==> config.mk <==
export PLATFORM = sky130hd
export DESIGN_NAME = mfm_write_encoder
export DESIGN_NICKNAME = d
export VERILOG_FILES = /design/src/rtl/mfm_write_encoder_pkg.sv /design/src/rtl/mfm_encode_byte.sv /design/src/rtl/mfm_write_encoder.sv
export SDC_FILE = /design/constraint.sdc
export NUM_CORES = 1
export LEC_CHECK = 0
export BUFFER_PORTS_ARGS = -buffer_cell sky130_fd_sc_hd__clkbuf_2
export CORE_MARGIN = 2
export CORE_UTILIZATION = 25
export DETAILED_ROUTE_END_ITERATION = 8
export GPL_ROUTABILITY_DRIVEN = 0
export PLACE_DENSITY_LB_ADDON = 0.3
export SYNTH_ARGS = -nofsm -noshare
export SYNTH_HDL_FRONTEND = slang
export SYNTH_SLANG_ARGS = --single-unit
==> constraint.sdc <==
create_clock -name MASTER_CLK -period 2.66 [get_ports MASTER_CLK]
set_clock_uncertainty 0.1 [all_clocks]
set_input_delay 0.266 -clock MASTER_CLK [delete_from_list [all_inputs] [get_ports MASTER_CLK]]
set_output_delay 0.266 -clock MASTER_CLK [all_outputs]
set_load 0.01 [all_outputs]
==> src/rtl/mfm_write_encoder_pkg.sv <==
// Shared types for the MFM write path: controller states, precompensation
// classes and the cell-pattern classifier used at each cell boundary.
package mfm_write_encoder_pkg;

  typedef enum logic [1:0] {
    ST_IDLE  = 2'd0,
    ST_RUN   = 2'd1,
    ST_FLUSH = 2'd2
  } state_t;

  typedef enum logic [1:0] {
    PC_NOMINAL = 2'd0,
    PC_EARLY   = 2'd1,
    PC_LATE    = 2'd2
  } precomp_t;

  // Data bit whose clock cell is suppressed to form the A1 sync mark.
  localparam int MARK_BIT = 2;

  // Window is w[-2..+2] packed as bits [4:0].
  // A pulse with a close neighbour behind it is shifted early.
  // A pulse with a close neighbour ahead of it is shifted late.
  function automatic precomp_t classify_window(input logic [4:0] w);
    precomp_t pc;
    pc = PC_NOMINAL;
    if (w == 5'b10100) begin
      pc = PC_EARLY;
    end else if (w == 5'b00101) begin
      pc = PC_LATE;
    end
    return pc;
  endfunction

endpackage

==> src/rtl/mfm_encode_byte.sv <==
// Combinational MFM encoder: one byte plus the previous data bit becomes
// sixteen cells, MSB first, as clock/data pairs.
module mfm_encode_byte
  import mfm_write_encoder_pkg::*;
(
  input  logic [7:0]  data,
  input  logic        prev_bit,
  input  logic        mark,
  output logic [15:0] cells,
  output logic        next_prev
);

  logic [8:0] bit_chain;

  assign bit_chain = {prev_bit, data};
  assign next_prev = data[0];

  always_comb begin
    cells = '0;
    for (int i = 0; i < 8; i++) begin
      cells[2*i+1] = ~(bit_chain[i+1] | bit_chain[i]);
      cells[2*i]   = bit_chain[i];
    end
    if (mark) begin
      cells[2*MARK_BIT+1] = 1'b0;
    end
  end

endmodule

==> src/rtl/mfm_write_encoder.sv <==
// MFM write encoder: byte handshake, holding register, 5-cell lookahead
// window with write precompensation, and fixed-width flux pulses.
module mfm_write_encoder
  import mfm_write_encoder_pkg::*;
#(
  parameter logic [7:0] CELL_CLOCKS = 8'd16,
  parameter logic [7:0] PULSE_WIDTH = 8'd4
) (
  input  logic       MASTER_CLK,
  input  logic       RESET,
  input  logic       CLKEN,
  input  logic [7:0] WR_DATA,
  input  logic       WR_MARK,
  input  logic       WR_LAST,
  input  logic       WR_VALID,
  output logic       WR_READY,
  input  logic [3:0] PRECOMP,
  output logic       FD_WRDATA,
  output logic       FD_WRGATE,
  output logic       BUSY,
  output logic       UNDERRUN
);

  localparam logic [7:0] HALF_CELL  = CELL_CLOCKS >> 1;
  localparam logic [7:0] MAX_SHIFT  = HALF_CELL - 8'd1;
  localparam logic [7:0] LAST_COUNT = CELL_CLOCKS - 8'd1;

  state_t      state, state_next;
  logic [7:0]  cell_cnt;
  logic        boundary, accept;
  logic        hold_valid, hold_mark, hold_last;
  logic [7:0]  hold_data;
  logic [15:0] enc_word;
  logic [3:0]  cells_left;
  logic        word_last, prev_bit;
  logic [4:0]  win, win_next;
  logic        flush_done;
  logic        pulse_due, launch;
  logic [7:0]  pulse_at, pulse_left;
  logic [7:0]  precomp_clamped, pulse_start_next;
  logic        load_word, shift_en, shift_bit, set_underrun;
  logic [7:0]  enc_data;
  logic        enc_mark, enc_prev, enc_next_prev;
  logic [15:0] enc_cells;

  assign accept   = WR_VALID && WR_READY;
  assign WR_READY = (state == ST_IDLE) || (state == ST_RUN && !hold_valid && !word_last);
  assign BUSY     = (state != ST_IDLE);
  assign boundary = CLKEN && (state != ST_IDLE) && (cell_cnt == LAST_COUNT);

  // The first byte of a write bypasses the holding register and starts from p = 0.
  assign enc_data = (state == ST_IDLE) ? WR_DATA : hold_data;
  assign enc_mark = (state == ST_IDLE) ? WR_MARK : hold_mark;
  assign enc_prev = (state == ST_IDLE) ? 1'b0 : prev_bit;

  mfm_encode_byte u_encode (
    .data      (enc_data),
    .prev_bit  (enc_prev),
    .mark      (enc_mark),
    .cells     (enc_cells),
    .next_prev (enc_next_prev)
  );

  always_ff @(posedge MASTER_CLK) begin
    if (RESET) begin
      state <= ST_IDLE;
    end else begin
      state <= state_next;
    end
  end

  always_comb begin
    state_next   = state;
    load_word    = 1'b0;
    shift_en     = 1'b0;
    shift_bit    = 1'b0;
    set_underrun = 1'b0;
    case (state)
      ST_IDLE: begin
        if (accept) begin
          load_word  = 1'b1;
          state_next = ST_RUN;
        end
      end
      ST_RUN: begin
        if (boundary) begin
          if (cells_left != 4'd0) begin
            shift_en  = 1'b1;
            shift_bit = enc_word[15];
          end else if (hold_valid) begin
            load_word = 1'b1;
          end else begin
            shift_en     = 1'b1;
            set_underrun = !word_last;
            state_next   = ST_FLUSH;
          end
        end
      end
      ST_FLUSH: begin
        if (boundary) begin
          if (!flush_done) begin
            shift_en = 1'b1;
          end else begin
            state_next = ST_IDLE;
          end
        end
      end
      default: state_next = ST_IDLE;
    endcase
  end

  always_comb begin
    win_next = win;
    if (load_word) begin
      win_next = {(state == ST_IDLE) ? 4'b0000 : win[3:0], enc_cells[15]};
    end else if (shift_en) begin
      win_next = {win[3:0], shift_bit};
    end
  end

  always_comb begin
    precomp_clamped = ({4'd0, PRECOMP} > MAX_SHIFT) ? MAX_SHIFT : {4'd0, PRECOMP};
    case (classify_window(win_next))
      PC_EARLY: pulse_start_next = HALF_CELL - precomp_clamped;
      PC_LATE:  pulse_start_next = HALF_CELL + precomp_clamped;
      default:  pulse_start_next = HALF_CELL;
    endcase
  end

  // Start offsets never reach 0, so a pulse launches on the count just before it.
  assign launch = CLKEN && pulse_due && (state != ST_IDLE) && (cell_cnt + 8'd1 == pulse_at);

  always_ff @(posedge MASTER_CLK) begin
    if (RESET) begin
      cell_cnt   <= '0;
      win        <= '0;
      pulse_due  <= 1'b0;
      pulse_at   <= '0;
      flush_done <= 1'b0;
    end else begin
      if (state == ST_IDLE || state_next == ST_IDLE) begin
        cell_cnt <= '0;
      end else if (CLKEN) begin
        cell_cnt <= (cell_cnt == LAST_COUNT) ? 8'd0 : cell_cnt + 8'd1;
      end
      if (load_word || shift_en) begin
        win       <= win_next;
        pulse_due <= win_next[2];
        pulse_at  <= pulse_start_next;
      end
      if (state == ST_FLUSH && state_next == ST_IDLE) begin
        pulse_due <= 1'b0;
      end
      flush_done <= (state == ST_FLUSH) && (flush_done || boundary);
    end
  end

  always_ff @(posedge MASTER_CLK) begin
    if (RESET) begin
      hold_valid <= 1'b0;
      hold_data  <= '0;
      hold_mark  <= 1'b0;
      hold_last  <= 1'b0;
      enc_word   <= '0;
      cells_left <= '0;
      word_last  <= 1'b0;
      prev_bit   <= 1'b0;
    end else begin
      if (load_word) begin
        enc_word   <= {enc_cells[14:0], 1'b0};
        cells_left <= 4'd15;
        word_last  <= (state == ST_IDLE) ? WR_LAST : hold_last;
        prev_bit   <= enc_next_prev;
      end else if (shift_en && state == ST_RUN && cells_left != 4'd0) begin
        enc_word   <= {enc_word[14:0], 1'b0};
        cells_left <= cells_left - 4'd1;
      end
      if ((load_word && state == ST_RUN) || (state == ST_FLUSH && state_next == ST_IDLE)) begin
        hold_valid <= 1'b0;
      end
      if (accept && state == ST_RUN) begin
        hold_valid <= 1'b1;
        hold_data  <= WR_DATA;
        hold_mark  <= WR_MARK;
        hold_last  <= WR_LAST;
      end
    end
  end

  // A pulse runs to completion on enabled clocks even after the gate drops.
  always_ff @(posedge MASTER_CLK) begin
    if (RESET) begin
      FD_WRDATA  <= 1'b0;
      pulse_left <= '0;
      FD_WRGATE  <= 1'b0;
      UNDERRUN   <= 1'b0;
    end else begin
      FD_WRGATE <= (state_next != ST_IDLE);
      if (set_underrun) begin
        UNDERRUN <= 1'b1;
      end else if (accept && state == ST_IDLE) begin
        UNDERRUN <= 1'b0;
      end
      if (CLKEN) begin
        if (launch) begin
          FD_WRDATA  <= 1'b1;
          pulse_left <= PULSE_WIDTH - 8'd1;
        end else if (FD_WRDATA) begin
          if (pulse_left == 8'd0) begin
            FD_WRDATA <= 1'b0;
          end else begin
            pulse_left <= pulse_left - 8'd1;
          end
        end
      end
    end
  end

endmodule

==> results of run 1 <==
## area by class of cell
cell class	count	share of cell area [%]
Multi-Input combinational cell	297	47.3
Sequential cell	66	32.4
Timing Repair Buffer	44	6.75
Clock buffer	13	6.38
Tap cell	176	5.40
Inverter	16	1.47
Clock inverter	2	0.307
## flip-flops by register name, indices dropped and copies added (netlist names), 2 cells and up
signal and count:
cells_left 4, enc_word 15, state 2, win 5
pulse_at 6, cell_cnt 8, pulse_left 8, hold_data 8
## cells by family (layout without fill, tap and decap cells)
family | count (synthesis) | in the layout | synth area share (%)
buf+inv | 36 | 75 | 5.74
flops | 66 | 66 | 38.4
simple gates | 155 | 155 | 23.0
fa+ha+maj | 9 | 9 | 3.27
compound gates | 93 | 93 | 18.5
mux | 24 | 24 | 7.08
xor+xnor | 16 | 16 | 4.07
## per-stage QoR
step / area (sq um) / hold slack [ns] / util (%)
2_1_floorplan: 3440 / 0.254 / -
3_3_place_gp: 3790 / 0.346 / 28.4
3_5_place_dp: 3790 / 0.349 / 28.4
4_1_cts: 4070 / 0.0805 / 30.5
5_1_grt: 4080 / 0.110 / 30.5
6_report: 4080 / 0.0895 / 30.5
## cells in the final DEF (no fill, tap or decap), types with 9 or more instances in the layout
cell type   n
dfxtp_1    65
nor2_1     57
nand2_1    29
a21oi_1    27
clkbuf_2   22
buf_4      22
mux2i_1    21
inv_1      16
a211oi_1   14
o21ai_0    13
nor3_1     11
nand3_1     9
xnor2_1     9
ha_1        9
clkbuf_16   9
## worst max-delay path, cell delays in order, from the launching register on
cell	delay [ns]
dfxtp_1	0.38
inv_1	0.08
ha_1	0.26
a21boi_1	0.14
a21bo_2	0.25
a21oi_2	0.09
or4b_2	0.61
o31a_1	0.12
nor4_1	0.25
a211oi_1	0.10
## power by group through the flow
| stage | Sequential [mW] | Combinational [mW] | Clock [mW] |
|---|---|---|---|
| CTS | 1.06 | 0.285 | 1.12 |
| global route | 1.06 | 0.316 | 1.15 |
| floorplan | 1.07 | 0.196 | 0 |
| global placement | 1.08 | 0.280 | 0 |
| detailed placement | 1.08 | 0.283 | 0 |
| finish | 1.06 | 0.283 | 1.08 |
## per-layer routing
| metal | share of wire (%) | vias up | global-route usage, % |
|---|---|---|---|
| li1 | - | 1491 | - |
| met1 | 46 | 1379 | 13.3 |
| met2 | 48 | 42 | 19.0 |
| met3 | 4.1 | 11 | 3.38 |
| met4 | 1.8 | 0 | 5.32 |
| met5 | 0 | - | 0 |
## path summary, 6_finish.rpt
| path | startpoint | endpoint | slack, ns |
|---|---|---|---|
| setup / recovery | state[1] | pulse_at[3] | 0.15 |
| hold / removal | WR_LAST | hold_last | 0.09 |
| setup reg to reg | state[1] | pulse_at[3] | 0.15 |
| hold reg to reg | UNDERRUN | UNDERRUN | 0.35 |
## what timing repair did
| action | CTS | global route |
|---|---|---|
| hold endpoints to repair | 0 | 0 |
| gates resized for setup | 0 | 3 |
| endpoints found under the setup margin | 0 | 10 |
| buffers inserted | 0 | 1 |
| hold buffers | 0 | 0 |
==> out/results.ini, run 1 <==
[routing]
drt_iter0_markers=119
drtPass1Iterations=4
wl_per_cell_microns=12.8
routed_wirelength_mm=7.87
routed_via_density=4.76
vias=2923
postRouteAntennaNets=0
drc=0

[layout]
n_fill_cell=1452
nets=461
stdcell_count=614
seqCellArea_sq_mm=0.00132
multi_input_area_sq_mm=0.00193
n_antenna_cell=0
drive_above_1_share_pct=18.0
synthToLayoutAreaGrowth_pct=18.4

[power_and_ir_drop]
swShare_pct=24.7
comb_power_share_pct=11.7
p_seq_share_pct=43.7
irDropWorstVdd_v=0.000354
switching_power_mw=0.598
clockPowerShare_pct=44.6
power_density_mw_per_mm2=595
power.total_mw=2.42
p_int_mw=1.83
power_leakage_nw=1.57

[synth]
synth.area.top_cells=dfxtp_1 38%, nor2_1 6.2%, mux2i_1 6.1%, a21oi_1 3.9%, ha_1 3.3%
ys_ff_latch=66
ys_warn_count=0
synth_edf_count=0
syn_nets=426
yosysMostFrequentCell=dfxtp_1
yosysUniqueCellTypes=67
synth_cells=399
synth_largest_area_cell=dfxtp_1
syn_area_per_cell_sq_um=8.63
synth_top_area_share_pct=38.4
synth_ff_type=dfxtp_1
async_flop_share_pct=0
synth_area_sq_mm=0.00344
ys_seq_area_share_pct=38.4
yosys-top-cells-count=66 x dfxtp_1, 57 x nor2_1, 29 x nand2_1, 27 x a21oi_1, 21 x mux2i_1

[sta]
rsz0062_at_grt=no
setup_tns_ns=0
hold_viol=0
fmax_mhz=398
maxSlewViolCount=0
tightest_slew_ns=0.579
setup_viol_count_final=0
relSlewSlack_pct=61.2
setup_slack_ns=0.145
min_period_over_period_pct=94.5
fin_crit_ns=2.51

[place]
dpl.cell_count=598
pre_cts_slack_ns=0.102
portBuffers=22
dpl.hpwl_mm=5.71

[grt]
grt_pass1_vias=2802
grt_max_degree=50
track_usage_pct=11.4
antenna_found_initial=0
grt_pass1_wl_mm=13.1
grt.overflow.total=0

[floorplan]
start_util_pct=25.8
die_area_sq_mm=0.0147
die_height_microns=121
row_count=42
die_w_microns=121
ios=23
core_area_sq_mm=0.0133

[worst_setup_path]
critPathArrivalTime_ns=2.61
critPathKind=flip-flop to flip-flop
crit_path_start_kind=flip-flop
cp_max_fo=5
rr_worst_depth=9
critPathRequiredTime_ns=2.75
end_kind=flip-flop

[min_path]
min_path_type=primary input to flip-flop
hold_depth=3

[clocking]
clkSinkCount=66
cts_root_buf=clkbuf_16
clk_path_buf_depth=2
htree_levels=3
cts_buffers=9
insertion_delay_ns=0.33
cts_tree=yes
path_clk_slew_ns=0.05

[outcome]
outcome=finished clean

[run]
drv_cap=0

(Power assumes the default switching activity.)
==> inputs of run 2 (changes only) <==
- REMOVE_ABC_BUFFERS: unset -> 1
- SETUP_SLACK_MARGIN: unset -> 0.2
==> run 2 against run 1 <==
Net effect:
- first-iteration DRC count is 11% lower
- combinational power up 4%
- total power rose by 3.1%
- non-clock buffer count up 1
- via count up 1.2%
- largest cell class unchanged
- hold slack worse by 0.0052 ns
==> out/results.ini, run 2 (synthesis gave the netlist of run 1 again) <==
[grt]
grt_pass1_wl_mm=13.2
antenna_found_initial=0
grt_max_degree=38
track_usage_pct=11.4
grt_pass1_vias=2812
grt.overflow.total=0

[sta]
maxSlewViolCount=0
fin_crit_ns=2.35
setup_slack_ns=0.312
min_period_over_period_pct=88.3
tightest_slew_ns=0.567
relSlewSlack_pct=62.0
rsz0062_at_grt=yes
fmax_mhz=426
holdWs_ns=0.0843
setup_viol_count_final=0
hold_viol=0

[layout]
multi_input_area_sq_mm=0.00203
n_antenna_cell=0
final_util_pct=31.6
synthToLayoutAreaGrowth_pct=22.6
drive_above_1_share_pct=23.0
nets=462
mostFrequentLayoutCell=dfxtp_1
largest_register_ffs=15
seqCellArea_sq_mm=0.00133
top_register=enc_word
n_fill_cell=1443
final_cell_mix=61 x dfxtp_1, 55 x nor2_1, 29 x nand2_1
stdcell_count=615

[worst_setup_path]
crit_path_max_incr_delay_ns=0.53
crit_path_start_kind=flip-flop
critPathRequiredTime_ns=2.78
end_kind=flip-flop
critPathKind=flip-flop to flip-flop
timing.rr.start=state[0]
crit_chain=inv_2 > ha_1 > a21boi_2 > buf_4 > nand4_1 > or4b_1 > o311a_4 > xor2_1 > nor2_1 > a22o_1
cp_max_fo=7
rr_worst_depth=10
critPathArrivalTime_ns=2.47
reg2reg_setup_slack_ns=0.31
rr_endpoint=pulse_at[0]
crit_slowest_cell=or4b_1

[power_and_ir_drop]
irDropWorstVdd_v=0.000407
power_leakage_nw=1.62
p_int_mw=1.90
switching_power_mw=0.599
power_density_mw_per_mm2=592
p_seq_share_pct=42.4
clockPowerShare_pct=45.8
swShare_pct=23.9
comb_power_share_pct=11.7

[floorplan]
core_area_sq_mm=0.0133
die_height_microns=121
ios=23
row_count=42
die_area_sq_mm=0.0147
start_util_pct=25.8
die_w_microns=121

[clocking]
cts_tree=yes
path_clk_slew_ns=0.05
insertion_delay_ns=0.33
cts_buffers=9
clk_path_buf_depth=2
cts_root_buf=clkbuf_16
htree_levels=3
clkSinkCount=66
ctsHoldBuffers=0

[routing]
drc=0
postRouteAntennaNets=0
vias=2959
wl_per_cell_microns=12.8
drt_iter0_markers=106
routed_via_density=4.81
drtPass1Iterations=5
routed_wirelength_mm=7.86

[place]
pre_cts_slack_ns=0.120
dpl.hpwl_mm=5.67
portBuffers=22
dpl.cell_count=599

[run]
drv_cap=0

[min_path]
worstHoldStart=WR_DATA[6]
holdPathEnd=hold_data[6]
min_path_type=primary input to flip-flop
hold_depth=3

[outcome]
outcome=finished clean

[run 2: cell count changes in the layout (fill, tap and decap cells not counted), sizes merged]
cell / delta
clkinvlp: -1
bufinv: +1
buf: +1
clkbuf: -1
clkinv: +1
[run 2: power groups by stage]
stage | logic [mW] | clock network (mW) | registers [mW]
6_report | 0.293 | 1.15 | 1.06
5_1_grt | 0.328 | 1.23 | 1.07
4_1_cts | 0.283 | 1.19 | 1.06
3_5_place_dp | 0.280 | 0 | 1.08
3_3_place_gp | 0.278 | 0 | 1.08
2_1_floorplan | 0.176 | 0 | 1.07
[run 2: critical path, delay by kind of cell, from the launching register on]
family | cells | cell delay [ns]
flip-flops | 1 | 0.35
AND/OR/NAND/NOR | 3 | 0.67
XOR/XNOR | 1 | 0.14
adder cells (fa/ha/maj) | 1 | 0.27
AO/OA/AOI/OAI | 3 | 0.53
buffers and inverters | 2 | 0.19
[run 2: timing repair]
item / in CTS / in global routing
setup buffers: 1 / 0
setup endpoints to repair: 10 / 35
pin swaps: 2 / 5
resized for setup: 6 / 27
[run 2: worst max path at each step]
stage          startpoint      endpoint  slack [ns]  cells past startpoint
5_1_grt          state[1]  enc_word[12]        0.17                      9
4_1_cts          state[0]   pulse_at[2]        0.20                      8
3_3_place_gp     state[0]   pulse_at[3]        0.17                      9
6_report         state[0]   pulse_at[0]        0.31                     10
3_5_place_dp     state[0]   pulse_at[3]        0.12                      9
2_1_floorplan    state[0]  enc_word[12]       -0.41                      8
[run 2: cell type report]
class	instances	share of cell area, %
clock buffer	12	5.84
clock inverter	3	0.948
inverter	16	1.42
multi-input combinational	297	48.0
sequential	66	31.4
tap	176	5.21
timing repair buffer	45	7.17
[run 2: metrics by stage]
step | TNS (ns) | instance area [sq um] | total power [mW]
after detailed placement | 0 | 3810 | 1.36
after floorplan | -4.53 | 3310 | 1.25
final | 0 | 4220 | 2.50
after CTS | 0 | 4120 | 2.53
after global placement | 0 | 3810 | 1.36
after global routing | 0 | 4220 | 2.62
[run 2: per-layer routing]
layer  global-route usage (%)  up-vias  wire, microns
li1                         -     1507              -
met1                     14.4     1384           3820
met4                     4.96        0            180
met2                     17.8       50           3520
met3                     3.62       18            337
met5                        0        -              0
